**src/rtl/regfile_operand_stage.sv**
```systemverilog
// Operand-supply stage: 32x32 register file, ALU operand muxing, ZF/OF flag latch and overflow write block.
// Optional same-cycle write-to-read bypass is enabled by defining RF_WRITE_BYPASS_EN.
module regfile_operand_stage #(
   parameter int DATA_W  = 32,
   parameter int ADDR_W  = 5,
   parameter int REG_NUM = 32
) (
   input  logic              clk,
   input  logic              rst,
   input  logic [ADDR_W-1:0] rs_addr,
   input  logic [ADDR_W-1:0] rt_addr,
   input  logic [ADDR_W-1:0] w_addr,
   input  logic [DATA_W-1:0] w_data,
   input  logic              w_en,
   input  logic              ovf_chk,
   input  logic              zf_in,
   input  logic              of_in,
   input  logic              flag_en,
   input  logic [15:0]       imm16,
   input  logic [4:0]        shamt,
   input  logic              sel_a_shamt,
   input  logic              sel_b_imm,
   input  logic              imm_sext,
   output logic [DATA_W-1:0] A,
   output logic [DATA_W-1:0] B,
   output logic [DATA_W-1:0] rt_data,
   output logic              zf_q,
   output logic              of_q,
   output logic              wr_blocked
);

   logic [DATA_W-1:0] r_regs [REG_NUM];
   logic              r_zf;
   logic              r_of;
   logic              r_wr_blocked;

   logic              w_addr_nz;
   logic              w_ovf_block;
   logic              w_wr_qual;
   logic [DATA_W-1:0] w_rs_data;
   logic [DATA_W-1:0] w_rt_data;
   logic [DATA_W-1:0] w_imm_ext;

   // A write to R0 is a no-op, so it can neither commit nor count as blocked.
   assign w_addr_nz   = (w_addr != '0);
   assign w_ovf_block = w_en && w_addr_nz && ovf_chk && of_in;
   assign w_wr_qual   = w_en && w_addr_nz && !(ovf_chk && of_in);

   always_ff @(posedge clk or posedge rst) begin
      if (rst) begin
         for (int i = 0; i < REG_NUM; i++) begin
            r_regs[i] <= '0;
         end
      end else if (w_wr_qual) begin
         r_regs[w_addr] <= w_data;
      end
   end

   always_ff @(posedge clk or posedge rst) begin
      if (rst) begin
         r_zf         <= 1'b0;
         r_of         <= 1'b0;
         r_wr_blocked <= 1'b0;
      end else begin
         r_wr_blocked <= w_ovf_block;
         if (flag_en) begin
            r_zf <= zf_in;
            r_of <= of_in;
         end
      end
   end

   always_comb begin
      w_rs_data = (rs_addr == '0) ? '0 : r_regs[rs_addr];
      w_rt_data = (rt_addr == '0) ? '0 : r_regs[rt_addr];
`ifdef RF_WRITE_BYPASS_EN
      // Bypass is gated by reset so reads stay zero while rst is held.
      if (!rst && w_wr_qual && (w_addr == rs_addr)) begin
         w_rs_data = w_data;
      end
      if (!rst && w_wr_qual && (w_addr == rt_addr)) begin
         w_rt_data = w_data;
      end
`endif
   end

   assign w_imm_ext = imm_sext ? {{(DATA_W-16){imm16[15]}}, imm16}
                               : {{(DATA_W-16){1'b0}}, imm16};

   assign A          = sel_a_shamt ? {{(DATA_W-5){1'b0}}, shamt} : w_rs_data;
   assign B          = sel_b_imm ? w_imm_ext : w_rt_data;
   assign rt_data    = w_rt_data;
   assign zf_q       = r_zf;
   assign of_q       = r_of;
   assign wr_blocked = r_wr_blocked;

endmodule

```
**config.mk**
```make
export PLATFORM = sky130hd
export DESIGN_NAME = regfile_operand_stage
export DESIGN_NICKNAME = d
export VERILOG_FILES = /design/src/rtl/regfile_operand_stage.sv
export SDC_FILE = /design/constraint.sdc
export NUM_CORES = 2
export LEC_CHECK = 0
export BUFFER_PORTS_ARGS = -buffer_cell sky130_fd_sc_hd__buf_2
export CAP_MARGIN = 20
export CORE_MARGIN = 2
export CORE_UTILIZATION = 40
export DETAILED_ROUTE_END_ITERATION = 7
export PLACE_DENSITY = 0.55
export SLEW_MARGIN = 25
export SYNTH_ARGS = -nofsm -noshare
export SYNTH_HDL_FRONTEND = slang
export SYNTH_SLANG_ARGS = --single-unit
```
**constraint.sdc**
```tcl
create_clock -name clk -period 70.1 [get_ports clk]
set_input_delay 10.515 -clock clk [delete_from_list [all_inputs] [get_ports clk]]
set_output_delay 10.515 -clock clk [all_outputs]
set_load 0.005 [all_outputs]
```
# Word level (Yosys, flattened, before mapping)
# Index checks and enable logic that the tools add are counted.
# Widths: inputs -> output; s select.
[totals] reg_bits=1027 input_bits=78 output_inout_bits=99 word_cells=66
[classes] n_lt_le_gt_ge=4 mux=14 bitwise=3 n_reduce_logical=10
[op_table] op="$bwmux 1024" count=1
[op_table] op="$bmux 32 s5" count=2
[op_table] op="$mux 32" count=10
[op_table] op="$demux 32 s5" count=1
[op_table] op="$ge 6x6->1 const B" count=3
[op_table] op="$not 5->6" count=3
[op_table] op="$logic_not 5->1" count=2
[op_table] op="$logic_and 1x1->1" count=6
[op_table] op="$lt 6x1->1 const B" count=1
[op_table] op="$reduce_bool 5->1" count=1
[op_table] op="$logic_not 1->1" count=1

# Longest topological paths before layout
[logic_depth] ltp_word=6 mapped_depth=9 mapped_depth_nobuf=5

# Worst setup path before layout
# OpenSTA, ideal clock, no wires.
[synth_path] path_type="input -> output" start="in rs_addr[1]" end="out A[16]" arrival_ns=12.184 required_time_ns=59.585 setup_slack_ns=47.401 stages=7 n_path_buf=3 cell_sequence="buf_4 > buf_2 > buf_1 > mux4_2 > mux4_2 > inv_1 > o22ai_1"
[synth_between] elab_chain_len=6 elab_cells_between_ends=7 cone_classes="mux: 5; bitwise: 1; reduce/logical: 1"
[synth_lines] item="from (decl)" line_no="10" text="input logic [ADDR_W-1:0] rs_addr,"
[synth_lines] item="$not 5->6 (not written as such)" line_no="74" text="w_rs_data = (rs_addr == '0) ? '0 : r_regs[rs_addr];"
[synth_lines] item="$bmux 32 s5" line_no="74"
[synth_lines] item="$mux 32 (not written as such) (2 in a row)" line_no="74"
[synth_lines] item="$mux 32 (*)" line_no="74"
[synth_lines] item="$mux 32 (*)" line_no="90" text="assign A = sel_a_shamt ? {{(DATA_W-5){1'b0}}, shamt} : w_rs_data;"
[synth_lines] item="to (decl)" line_no="24" text="output logic [DATA_W-1:0] A,"
# Every way passes the cells marked *; elsewhere a longest branch is shown, timed or not. The select of a mux whose other input is x is not followed.

# Final worst setup path
[layout_path] start="in rt_addr[1]" end="out B[28]"
[layout_between] elab_chain_len=6 elab_cells_between_ends=7 cone_classes="mux: 5; bitwise: 1; reduce/logical: 1"
[layout_lines] item="from (decl)" line_no="11" text="input logic [ADDR_W-1:0] rt_addr,"
[layout_lines] item="$not 5->6 (not written as such)" line_no="75" text="w_rt_data = (rt_addr == '0) ? '0 : r_regs[rt_addr];"
[layout_lines] item="$bmux 32 s5" line_no="75"
[layout_lines] item="$mux 32 (not written as such) (2 in a row)" line_no="75"
[layout_lines] item="$mux 32 (*)" line_no="75"
[layout_lines] item="$mux 32 (*)" line_no="91" text="assign B = sel_b_imm ? w_imm_ext : w_rt_data;"
[layout_lines] item="to (decl)" line_no="25" text="output logic [DATA_W-1:0] B,"
# Marks and branches as above.

==> impl_table.tex <==
\begin{tabular}{lr}
\hline
Metric & Value \\
\hline
\multicolumn{2}{l}{\textbf{CTS}} \\
Cts-stage hold buffer count & 0 \\
Number of CTS-inserted buffers & 118 \\
H-tree levels & 3 \\
Clock tree buffer depth & 3 \\
TritonCTS clock tree & yes \\
Post-cts resize count & 0 \\
Clock root cell & sky130\_fd\_sc\_hd\_\_clkbuf\_16 \\
Number of clock sinks & 1027 \\
Clock transition at path regs & 60 ps \\
Clock latency of the later-clocked register in the worst-skew pair & 720 ps \\
Post CTS Setup Buffer Count & 0 \\
\multicolumn{2}{l}{\textbf{Timing}} \\
Final critical delay including setup and external delays & 26360 ps \\
RSZ-0062 raised after global routing & no \\
Crit share post-route & 37.6\% \\
Normalized max-slew margin & 23.7\% \\
Fin. max-slew vios & 0 \\
Transition at the pin with the smallest max-transition slack & 1140 ps \\
Final worst slack & 43740 ps \\
Worst-case clock skew & 0 ps \\
Fin Setup TNS & 0 ps \\
Fmax achieved & 37.9 MHz \\
Final Hold Violating Endpoints & 0 \\
Final Setup Violations & 0 \\
\multicolumn{2}{l}{\textbf{Route}} \\
DRC violation count after routing & 0 \\
Final routed wire length divided by cell count & 32.5 um \\
Routed vias & 36333 \\
First-pass detailed-route iteration total & 5 \\
Final antenna-violating net count & 0 \\
Per-cell via count in the routed design & 6.29 \\
Routed WL & 188000 um \\
Iter 0 DRT Violations & 3387 \\
\multicolumn{2}{l}{\textbf{Synthesis}} \\
Sequential-to-total area share from yosys stat & 46.1\% \\
Multiplexer fraction of the synthesized cell area & 42.5\% \\
Adder-cell share of the synthesized area & 0\% \\
Synth Area in XOR/XNOR & 0\% \\
Synth Instances & 3962 \\
Top post-synthesis cells by area & sky130\_fd\_sc\_hd\_\_dfrtp\_1 46\%, sky130\_fd\_sc\_hd\_\_mux2\_2 20\%, sky130\_fd\_sc\_hd\_\_mux4\_2 13\%, sky130\_fd\_sc\_hd\_\_mux2i\_1 8.7\%, sky130\_fd\_sc\_hd\_\_a22oi\_1 2.5\% \\
Largest family of logic cells by synthesized area & multiplexers \\
Synth warn & 0 \\
Dominant register cell in the synthesized netlist & sky130\_fd\_sc\_hd\_\_dfrtp\_1 \\
Mean area per synthesized cell & 14.1 um\^{}2 \\
Number of storage elements in the synthesis netlist & 1027 \\
Post-synth top area share & 46.1\% \\
Syn\_nets & 4040 \\
Number of synthesized flops with an enable pin & 0 \\
Share of flip-flops with an asynchronous set or reset after synthesis & 100\% \\
Leading area contributor after synthesis & sky130\_fd\_sc\_hd\_\_dfrtp\_1 \\
Area share of and/or/nand/nor cells after synthesis & 1.92\% \\
Post-synth design cell area & 55800 um\^{}2 \\
Count of cell types in the netlist & 46 \\
Post-synthesis compound-gate area fraction & 5.26\% \\
\multicolumn{2}{l}{\textbf{Global routing}} \\
Overall fraction of global-route tracks in use & 26.4\% \\
Maximum number of pins on one net before global-route repair & 132 \\
Vias in the first global route & 36569 \\
Initial antenna violation count & 18 \\
First-pass GRT wire length & 273000 um \\
Remaining global-route overflow & 0 \\
\multicolumn{2}{l}{\textbf{Min path}} \\
Class of the most critical hold timing path & register to register \\
Hold EP & r\_regs[1021] \\
Hold Crit Start & r\_regs[1021] \\
Hold path cells & 0 \\
\multicolumn{2}{l}{\textbf{Floorplanning}} \\
Standard-cell row count & 136 \\
Overall die height & 377 um \\
Horizontal die dimension & 377 um \\
Number of primary I/O pins & 177 \\
Core Footprint & 138000 um\^{}2 \\
Die Footprint & 142000 um\^{}2 \\
Starting Density & 40.5\% \\
\multicolumn{2}{l}{\textbf{Critical path}} \\
Worst R2R Setup Slack & 69260 ps \\
Worst path required time & 59590 ps \\
Cell type group with the largest total delay on the critical path & buffers and inverters \\
Slowest Stage Delay on Critical Path & 850 ps \\
Element type at the critical path end & primary output \\
Buf/Inv on CP & 6 \\
Depth of the most critical reg-to-reg path & 1 \\
Most frequent cell on the critical path & sky130\_fd\_sc\_hd\_\_buf\_4 \\
Arrival time worst endpoint & 15850 ps \\
Type of the setup path with the least slack & primary input to primary output \\
Crit path max fanout & 131 \\
Reg-to-Reg End & r\_regs[175] \\
Crit Reg-Reg Startpoint & r\_regs[175] \\
CP Cell Sequence & buf\_8 -> buf\_4 -> buf\_12 -> buf\_6 -> buf\_4 -> mux2i\_1 -> a22oi\_1 -> a21oi\_1 -> or4\_1 -> o21ai\_1 -> buf\_2 \\
Element type at the critical path start & primary input \\
Critical Path Slowest Stage Cell & sky130\_fd\_sc\_hd\_\_buf\_4 \\
\multicolumn{2}{l}{\textbf{Cells and area}} \\
P\&R area growth vs syn & 10.7\% \\
Number of nets in the final layout & 3960 \\
Share of cells above drive strength 1 & 46.1\% \\
Most frequent cells in the layout & 1027 x sky130\_fd\_sc\_hd\_\_dfrtp\_1, 1009 x sky130\_fd\_sc\_hd\_\_mux2\_2, 485 x sky130\_fd\_sc\_hd\_\_mux2i\_1, 317 x sky130\_fd\_sc\_hd\_\_mux4\_2, 188 x sky130\_fd\_sc\_hd\_\_a22oi\_1 \\
Most common library cell in the layout ignoring fill and taps & sky130\_fd\_sc\_hd\_\_dfrtp\_1 \\
\multicolumn{2}{l}{\textbf{Run status}} \\
Run status & finished, final reports clean \\
\multicolumn{2}{l}{\textbf{Placed design}} \\
Pre-CTS setup slack & 43360 ps \\
Placer's final routability congestion estimate & 0.779 \\
Count of input and output buffers & 176 \\
HPWL reported at the end of detailed placement & 100000 um \\
\multicolumn{2}{l}{\textbf{Pwr}} \\
Ratio of total power to cell area & 28.4 nW/um\^{}2 \\
Leakage power & 28.3 nW \\
Max VDD drop & 0.0189 mV \\
\multicolumn{2}{l}{\textbf{Run}} \\
Max-cap violations & 0 \\
\hline
\end{tabular}
==> per-stage QoR <==
step,power (mW),cell area [um^2],hold slack (ps),std cells,util (%)
after floorplan,1.01,55800,445,3962,-
after global placement,1.09,57500,383,5552,41.7
after detailed placement,1.10,57500,385,5555,41.8
after CTS,1.76,61700,400,5774,44.7
after global routing,1.82,61700,411,5776,44.8
final,1.75,61700,399,5780,44.8
==> flip-flops by register name, indices dropped and copies added (netlist names) <==
name / count
r_regs: 1024
wr_blocked: 1
zf_q: 1
of_q: 1
==> final cells by class <==
cell class	count	area, um^2
antenna	5	12.5
clock buffer	182	3620
clock inverter	37	508
fill	12396	76100
inverter	28	113
multi-input combinational	2466	28000
sequential	1027	25700
tap	1794	2240
timing repair buffer	241	1500
==> how the worst max path moves through the flow <==
stage | startpoint | end | slack, ps | cells past startpoint
final | rt_addr[1] | B[28] | 43740 | 11
after global routing | rt_addr[1] | B[28] | 43430 | 11
after CTS | rt_addr[1] | B[24] | 43350 | 11
after detailed placement | rt_addr[1] | B[24] | 43360 | 11
after global placement | rt_addr[1] | B[24] | 43390 | 11
after floorplan | rst | of_q | 30680 | 1
==> per-layer routing <==
metal  part of all wire [%]  wire length (um)  vias to the layer above  track usage (%)
met5                  0.055               103                        -                0
met4                    2.3              4240                       14             6.66
met3                    6.8             12800                      262             4.62
met2                     47             87400                     1213             41.4
met1                     44             83400                    19889             37.9
li1                       -                 -                    14955                -
==> where the power goes <==
part	internal, mW	total [mW]	switching (mW)
logic	0.183	0.324	0.142
clock network	0.396	0.657	0.260
registers	0.694	0.770	0.0764
total	1.27	1.75	0.478
==> logic make-up (layout without fill, tap and decap cells) <==
kind of cell | Yosys count | in the layout
other | 0 | 5
AOI/OAI and AO/OA | 423 | 423
and+or+nand+nor | 203 | 203
muxes | 1840 | 1840
buffers and inverters | 469 | 488
DFF | 1027 | 1027
==> synthesized netlist by cell type (4+ instances only) <==
cell                       instances
sky130_fd_sc_hd__dfrtp_1        1027
sky130_fd_sc_hd__mux2_2         1009
sky130_fd_sc_hd__mux2i_1         485
sky130_fd_sc_hd__mux4_2          317
sky130_fd_sc_hd__clkbuf_1        202
sky130_fd_sc_hd__a22oi_1         188
sky130_fd_sc_hd__a21oi_1         120
sky130_fd_sc_hd__buf_1            83
sky130_fd_sc_hd__buf_2            80
sky130_fd_sc_hd__nor2_1           67
sky130_fd_sc_hd__nand2_1          43
sky130_fd_sc_hd__buf_4            37
sky130_fd_sc_hd__o22ai_1          32
sky130_fd_sc_hd__mux2_1           29
sky130_fd_sc_hd__inv_1            28
sky130_fd_sc_hd__buf_6            27
sky130_fd_sc_hd__or4_1            18
sky130_fd_sc_hd__nand3_1          17
sky130_fd_sc_hd__a22o_1           16
sky130_fd_sc_hd__o21ai_1          16
sky130_fd_sc_hd__a211oi_2         12
sky130_fd_sc_hd__nor4_2           12
sky130_fd_sc_hd__o221ai_1         12
sky130_fd_sc_hd__nor3_1           10
sky130_fd_sc_hd__nand2b_1          9
sky130_fd_sc_hd__buf_12            8
sky130_fd_sc_hd__nor2b_1           7
sky130_fd_sc_hd__o21ai_0           6
sky130_fd_sc_hd__a221oi_1          4
sky130_fd_sc_hd__nand4_1           4
sky130_fd_sc_hd__o211a_1           4
sky130_fd_sc_hd__o41ai_2           4
Power figures use the tool's default switching activity.
